==> config.mk <==
export PLATFORM = sky130hd
export DESIGN_NAME = odd_one_out_param
export DESIGN_NICKNAME = d
export VERILOG_FILES = /design/src/rtl/odd_one_out_pkg.sv /design/src/rtl/odd_one_out_param_latch_conditioner.sv /design/src/rtl/odd_one_out_param.sv
export SDC_FILE = /design/constraint.sdc
export NUM_CORES = 1
export LEC_CHECK = 0
export CAP_MARGIN = 40
export CORE_MARGIN = 1.5
export CORE_UTILIZATION = 50
export CTS_BUF_LIST = sky130_fd_sc_hd__clkbuf_2 sky130_fd_sc_hd__clkbuf_4 sky130_fd_sc_hd__clkbuf_8
export DETAILED_ROUTE_END_ITERATION = 10
export PLACE_DENSITY = 0.85
export SLEW_MARGIN = 40
export SYNTH_ARGS = -nofsm -noshare
export SYNTH_HDL_FRONTEND = slang
export SYNTH_SLANG_ARGS = --single-unit
==> constraint.sdc <==
create_clock -name clk -period 3.8 [get_ports clk]
set_clock_uncertainty 0.2 [all_clocks]
set_input_delay 0.57 -clock clk [delete_from_list [all_inputs] [get_ports clk]]
set_output_delay 0.57 -clock clk [all_outputs]
set_load 0.02 [all_outputs]
==> src/rtl/odd_one_out_pkg.sv <==
// Shared definitions for the odd-one-out finder: default widths, the FSM
// state encoding and the debounce counter width helper.
// Optional feature macro: DEBOUNCE_EN (consumed by latch_conditioner).
package odd_one_out_pkg;

    localparam int unsigned W_DEF         = 8;
    localparam int unsigned CW_DEF        = 8;
    localparam int unsigned DB_CYCLES_DEF = 1000000;

    // Fixed 2-bit codes so existing logic-analyser decodes keep working.
    localparam logic [1:0] ST_IDLE    = 2'd0;
    localparam logic [1:0] ST_COLLECT = 2'd1;
    localparam logic [1:0] ST_DONE    = 2'd2;

    typedef enum logic [1:0] {
        IDLE    = ST_IDLE,
        COLLECT = ST_COLLECT,
        DONE    = ST_DONE
    } state_t;

    function automatic int unsigned db_width(input int unsigned cycles);
        return $clog2(cycles + 1);
    endfunction

    localparam int unsigned DB_CW = db_width(DB_CYCLES_DEF);

endpackage

==> src/rtl/odd_one_out_param_latch_conditioner.sv <==
// latch_conditioner: turns the raw push-button level into a single-cycle
// `take` pulse per press.
//   clk      in  system clock
//   reset    in  asynchronous active-high reset
//   latch_in in  raw button level (asynchronous to clk)
//   take     out one-cycle pulse per accepted rising edge
// Path: 2-flop synchroniser -> optional debounce filter (DEBOUNCE_EN) ->
// registered rising-edge detect. Without the filter, take rises 3 clocks
// after the raw edge; with it, DB_CYCLES+3 clocks.
module latch_conditioner
    import odd_one_out_pkg::*;
#(
    parameter int unsigned DB_CYCLES = DB_CYCLES_DEF
) (
    input  logic clk,
    input  logic reset,
    input  logic latch_in,
    output logic take
);

    logic sync1;
    logic sync2;
    logic level;
    logic level_d;

    always_ff @(posedge clk or posedge reset) begin
        if (reset) begin
            sync1 <= 1'b0;
            sync2 <= 1'b0;
        end else begin
            sync1 <= latch_in;
            sync2 <= sync1;
        end
    end

`ifdef DEBOUNCE_EN
    localparam int unsigned CNT_W = db_width(DB_CYCLES);
    localparam logic [CNT_W-1:0] LAST = CNT_W'(DB_CYCLES - 1);

    logic [CNT_W-1:0] db_cnt;
    logic             filt;

    // Count consecutive cycles the synchronised level disagrees with the
    // filtered level; any return to agreement restarts the count.
    always_ff @(posedge clk or posedge reset) begin
        if (reset) begin
            db_cnt <= '0;
            filt   <= 1'b0;
        end else if (sync2 == filt) begin
            db_cnt <= '0;
        end else if (db_cnt == LAST) begin
            filt   <= sync2;
            db_cnt <= '0;
        end else begin
            db_cnt <= db_cnt + CNT_W'(1);
        end
    end

    assign level = filt;
`else
    assign level = sync2;
`endif

    always_ff @(posedge clk or posedge reset) begin
        if (reset) begin
            level_d <= 1'b0;
            take    <= 1'b0;
        end else begin
            level_d <= level;
            take    <= level & ~level_d;
        end
    end

endmodule

==> src/rtl/odd_one_out_param.sv <==
// odd_one_out_param: accepts count_n operands of W bits, one per button
// press, XOR-accumulates them and reports the value occurring an odd number
// of times.
//   clk       in  system clock
//   reset     in  asynchronous active-high reset
//   data_in   in  [W]  operand sampled when a take is processed
//   count_n   in  [CW] operands per set, sampled on the first take of a set
//   latch_in  in  raw button level
//   result    out [W]  XOR of the last completed set
//   ready     out high while result holds a completed set
//   count_err out high if the set was started with count_n zero or even
// Optional feature macro: DEBOUNCE_EN (button debounce, DB_CYCLES cycles).
module odd_one_out_param
    import odd_one_out_pkg::*;
#(
    parameter int unsigned W         = W_DEF,
    parameter int unsigned CW        = CW_DEF,
    parameter int unsigned DB_CYCLES = DB_CYCLES_DEF
) (
    input  logic          clk,
    input  logic          reset,
    input  logic [W-1:0]  data_in,
    input  logic [CW-1:0] count_n,
    input  logic          latch_in,
    output logic [W-1:0]  result,
    output logic          ready,
    output logic          count_err
);

    logic          take;
    state_t        state;
    logic [W-1:0]  acc;
    logic [CW-1:0] cnt;
    logic [CW-1:0] n_reg;
    logic [CW-1:0] cnt_inc;

    latch_conditioner #(
        .DB_CYCLES (DB_CYCLES)
    ) u_cond (
        .clk      (clk),
        .reset    (reset),
        .latch_in (latch_in),
        .take     (take)
    );

    // cnt stays below n_reg, so the increment never wraps.
    assign cnt_inc = cnt + CW'(1);

    always_ff @(posedge clk or posedge reset) begin
        if (reset) begin
            state     <= IDLE;
            acc       <= '0;
            cnt       <= '0;
            n_reg     <= '0;
            result    <= '0;
            ready     <= 1'b0;
            count_err <= 1'b0;
        end else if (take) begin
            case (state)
                IDLE, DONE: begin
                    if (count_n == '0) begin
                        // Edge ignored apart from flagging the bad count.
                        count_err <= 1'b1;
                    end else if (count_n == CW'(1)) begin
                        result    <= data_in;
                        ready     <= 1'b1;
                        count_err <= 1'b0;
                        state     <= DONE;
                    end else begin
                        n_reg     <= count_n;
                        acc       <= data_in;
                        cnt       <= CW'(1);
                        ready     <= 1'b0;
                        count_err <= ~count_n[0];
                        state     <= COLLECT;
                    end
                end
                COLLECT: begin
                    if (cnt_inc == n_reg) begin
                        result <= acc ^ data_in;
                        ready  <= 1'b1;
                        state  <= DONE;
                    end else begin
                        acc <= acc ^ data_in;
                        cnt <= cnt_inc;
                    end
                end
                default: begin
                    state <= IDLE;
                end
            endcase
        end
    end

endmodule
Yosys cells after proc, flatten, opt, wreduce, memory -nomap -nowiden
Cells that the tools add are included.
- register bits after elaboration: 40
- input bits: 19
- word-level logic and storage cells: 59
- equality and inequality tests: 9
- muxes and demuxes: 22
- reduce and logical (&&, ||, !) cells: 10
- bitwise gates (word level): 6
- $add $sub $neg: 1
- operators with widths (cell ; count):
    $mux 8 ; 9
    $pmux 8 s2 ; 3
    $ne 2x2->1 const B ; 5
    $reduce_and 5->1 ; 2
    $add 8x1->8 const B ; 1
    $eq 8x1->1 const B ; 1
    $eq 8x8->1 ; 1
    $logic_not 8->1 ; 1
    $reduce_and 4->1 ; 2
    $xor 8x8->8 ; 1
    $mux 2 ; 3
    $mux 1 ; 5
    $not 1->1 ; 4
    $pmux 2 s2 ; 1
    $reduce_and 3->1 ; 1
    $eq 2x1->1 const B ; 1
    $eq 2x2->1 const B ; 1
    $logic_not 2->1 ; 1
    $pmux 1 s2 ; 1
    $reduce_and 2->1 ; 1
    $reduce_bool 2->1 ; 1
    $reduce_or 2->1 ; 1
    $and 1x1->1 ; 1

Logic depth before layout (Yosys ltp)
- depth after elaboration: 4
- depth in mapped cells: 8
- depth with buffers taken out: 7

Modules after synthesis
From an unflattened synthesis, not the netlist that was laid out.
- cell total of the unflattened synthesis: 195
- area total of the unflattened synthesis: 2112.0 sq um
- modules (own cells, without submodules) (module ; instances ; area an instance (sq um) ; cells each):
    odd_one_out_param ; 1 ; 1994.4 ; 189
    latch_conditioner ; 1 ; 117.6 ; 6

Worst setup path after synthesis
No wires, ideal clock.
- kind: register -> register
- from: reg cnt[0]
- to: reg result[0]
- path buffers: 0
- slack: 0.908 ns
- library setup time: 0.125 ns
- cell stages (with the launch flop): 8
- arrival time: 2.567 ns
- cell sequence: dfrtp_1 ha_1 and3_2 xnor2_1 or4_1 a211o_1 o22ai_4 mux2_2
- longest elaborated chain between the ends: 4
- ends and longest elaborated chain (element ; line ; text):
    start, declared ; odd_one_out_param.sv:33 ; logic [CW-1:0] cnt;
    start signal, assigned ; odd_one_out_param.sv:85 ; cnt <= cnt_inc;
    $add 8x1->8 ; odd_one_out_param.sv:47 ; assign cnt_inc = cnt + CW'(1);
    $eq 8x8->1 ; odd_one_out_param.sv:79 ; if (cnt_inc == n_reg) begin
    $ne 2x2->1 (no line) ; n/a ;
    $reduce_and 5->1 (no line) ; n/a ;
    end signal, assigned ; odd_one_out_param.sv:65 ; result <= data_in;
    end signal, assigned ; odd_one_out_param.sv:80 ; result <= acc ^ data_in;
    end, declared ; odd_one_out_param.sv:25 ; output logic [W-1:0] result,
Every way passes these cells.
A chain may end at the register's enable or synchronous reset.

Worst setup path after layout
- from: reg cnt[0]
- to: reg result[2]
The elaborated chain is that of the path after synthesis.

==> reports/metrics.cfg <==
[run_status]
status=completed

[min_path]
hp-class=reg -> reg

[power]
ir_drop_uv=398
p_leak_nw=1.07
p_per_area_nw_per_um2=580

[clock_network]
clk_pin_slew_ns=0.08
cts-root-buf=clkbuf_8
cts_buffers=5
cts-htree-levels=2
cts.sinks=40
cts_resized=0
postCtsHoldBufs=0
clock_path_buffers=2
cts_tree=yes
clk_latency_ns=0.30
cts_setup_buffers=0

[yosys]
synth_cell_type_count=44
syn_inst=192
synth_edf_count=0
yosys_warnings=0
ys_async_sr_fraction=1.00
netlist.area_leader.share=0.480
ys.flop_type=dfrtp_1
seq_area_frac_synth=0.480
ys_ff_latch=40
syn-num-nets=212
ys_top_cells_by_area=dfrtp_1 (48%), mux2_2 (8.6%), xnor2_1 (7.6%), a21oi_1 (3.8%), nand2_1 (3.4%)
avgSynthCellArea_um2=10.9
yosys.area.top_type=dfrtp_1
syn_area_um2=2080

[placed_design]
dp_hpwl_um=2750
placed_area_um2=2400
gp_congestion=0.837
numPortBuffers=28
place_ws_ns=0.541

[route]
post-route-drc-count=0
viasPerCell=5.77
dr.pass1.iters=4
routed_wirelength_um=4030
wire_per_inst_um=14.9
dr_total_vias=1563
ant_nets=0
drtIter0Drc=81

[global_route]
antenna_found_initial=0
grt_first_pass_wirelength_um=6870
grt_pass1_vias=1504
grt_overflow=0
gr-usage-all-layers=0.203
grt_max_degree=41

[critical_path]
critPathCaptureType=flop
crit_fanout=15
crit_type=reg -> reg
worstSetupStartpointType=flop
critPathArrivalTime_ns=3.24
cp.required_ns=3.79

[sta]
min_period_over_period=0.855
tightest_slew_ns=0.675
setup_tns_ns=0
setup_viol=0
fin_ws_ns=0.552
slew_headroom=0.538
fmax_mhz=308
hold_violations=0
rsz0062_at_grt=false
period_minus_slack_ns=3.25
slew_viol_final=0

[layout]
final_cell_mix=dfrtp_1 (40), clkdlybuf4s50_1 (28), nand2_1 (19)
final_common_cell=dfrtp_1
nFillCells=327
drive_gt1_frac=0.136
antenna_cells=0
fin_nets=240
syn_to_final_growth_pct=19.9
final_area_um2=2500

[floorplanning]
initial_utilization=0.521
die_x_um=67.6
rows=23
coreArea_um2=4000
die_area_um2=4560
die_h_um=67.6
io_pins=29

[flow_run]
cap_violations=0

-- final timing paths --
path / endpoint / cells past startpoint / slack (ns) / startpoint
max in group asynchronous: cnt[2] / 3 / 2.58 / reset
worst max-delay path: result[2] / 7 / 0.55 / cnt[0]
worst max register to register: result[2] / 7 / 0.55 / cnt[0]
min in group asynchronous: n_reg[4] / 3 / 0.49 / reset
worst min register to register: u_cond.level / 0 / 0.15 / u_cond.sync1
worst min-delay path: u_cond.level / 0 / 0.15 / u_cond.sync1
-- cell families after synthesis --
| kind of cell | share of synthesized area |
|---|---|
| DFF | 0.480 |
| xor gates and xnor gates | 0.0925 |
| AOI/OAI and AO/OA | 0.161 |
| buffers and inverters | 0.0204 |
| muxes | 0.0961 |
| and+or+nand+nor | 0.144 |
| adders and majority gates | 0.00601 |
-- synth_stat cells (all sizes together), types with 3 or more instances --
library cell	n
nor2b	4
xnor2	18
nand2	19
clkbuf	6
a21oi	16
a41o	7
mux2	16
inv	3
nand3	3
dfrtp	40
xor2	4
nor2	8
a22o	4
nor3	3
a21o	3
and2	4
-- per-stage QoR --
stage | util | power, W | hold slack (ns) | cells
after floorplan | - | 0.00101 | 0.131 | 192
final | 0.624 | 0.00145 | 0.145 | 271
after global routing | 0.624 | 0.00155 | 0.151 | 271
after global placement | 0.601 | 0.00115 | 0.138 | 263
after CTS | 0.624 | 0.00146 | 0.152 | 271
after detailed placement | 0.601 | 0.00117 | 0.142 | 263
-- area by class of cell --
class,count,area (um2),share of cell area
clock inverter,3,23.8,0.00952
tap,50,62.6,0.0251
timing repair buffer,29,288,0.115
multi-input combinational,141,1040,0.417
clock buffer,5,68.8,0.0276
sequential,40,1000,0.401
inverter,3,11.3,0.00451
-- power breakdown --
part | internal, W | switching (W) | total (W)
registers | 0.000546 | 0.000105 | 0.000651
logic | 0.000275 | 0.000236 | 0.000512
clock network | 0.000130 | 0.000156 | 0.000286
-- layer usage --
| metal | vias up | part of all wire | routed length [um] | track usage |
|---|---|---|---|---|
| li1 | 751 | - | - | - |
| met1 | 759 | 0.45 | 1830 | 0.277 |
| met2 | 43 | 0.47 | 1900 | 0.301 |
| met3 | 10 | 0.050 | 200 | 0.0517 |
| met4 | 0 | 0.027 | 108 | 0.0969 |
| met5 | - | 0 | 0 | 0 |
-- worst max-delay path, stage by stage (launching register included) --
cell	delay [ns]
dfrtp_1	0.43
ha_1	0.27
and3_2	0.26
xnor2_1	0.12
or4_1	0.54
a211o_1	0.49
o22ai_4	0.44
mux2_2	0.38
Power figures use the tool's default switching activity.
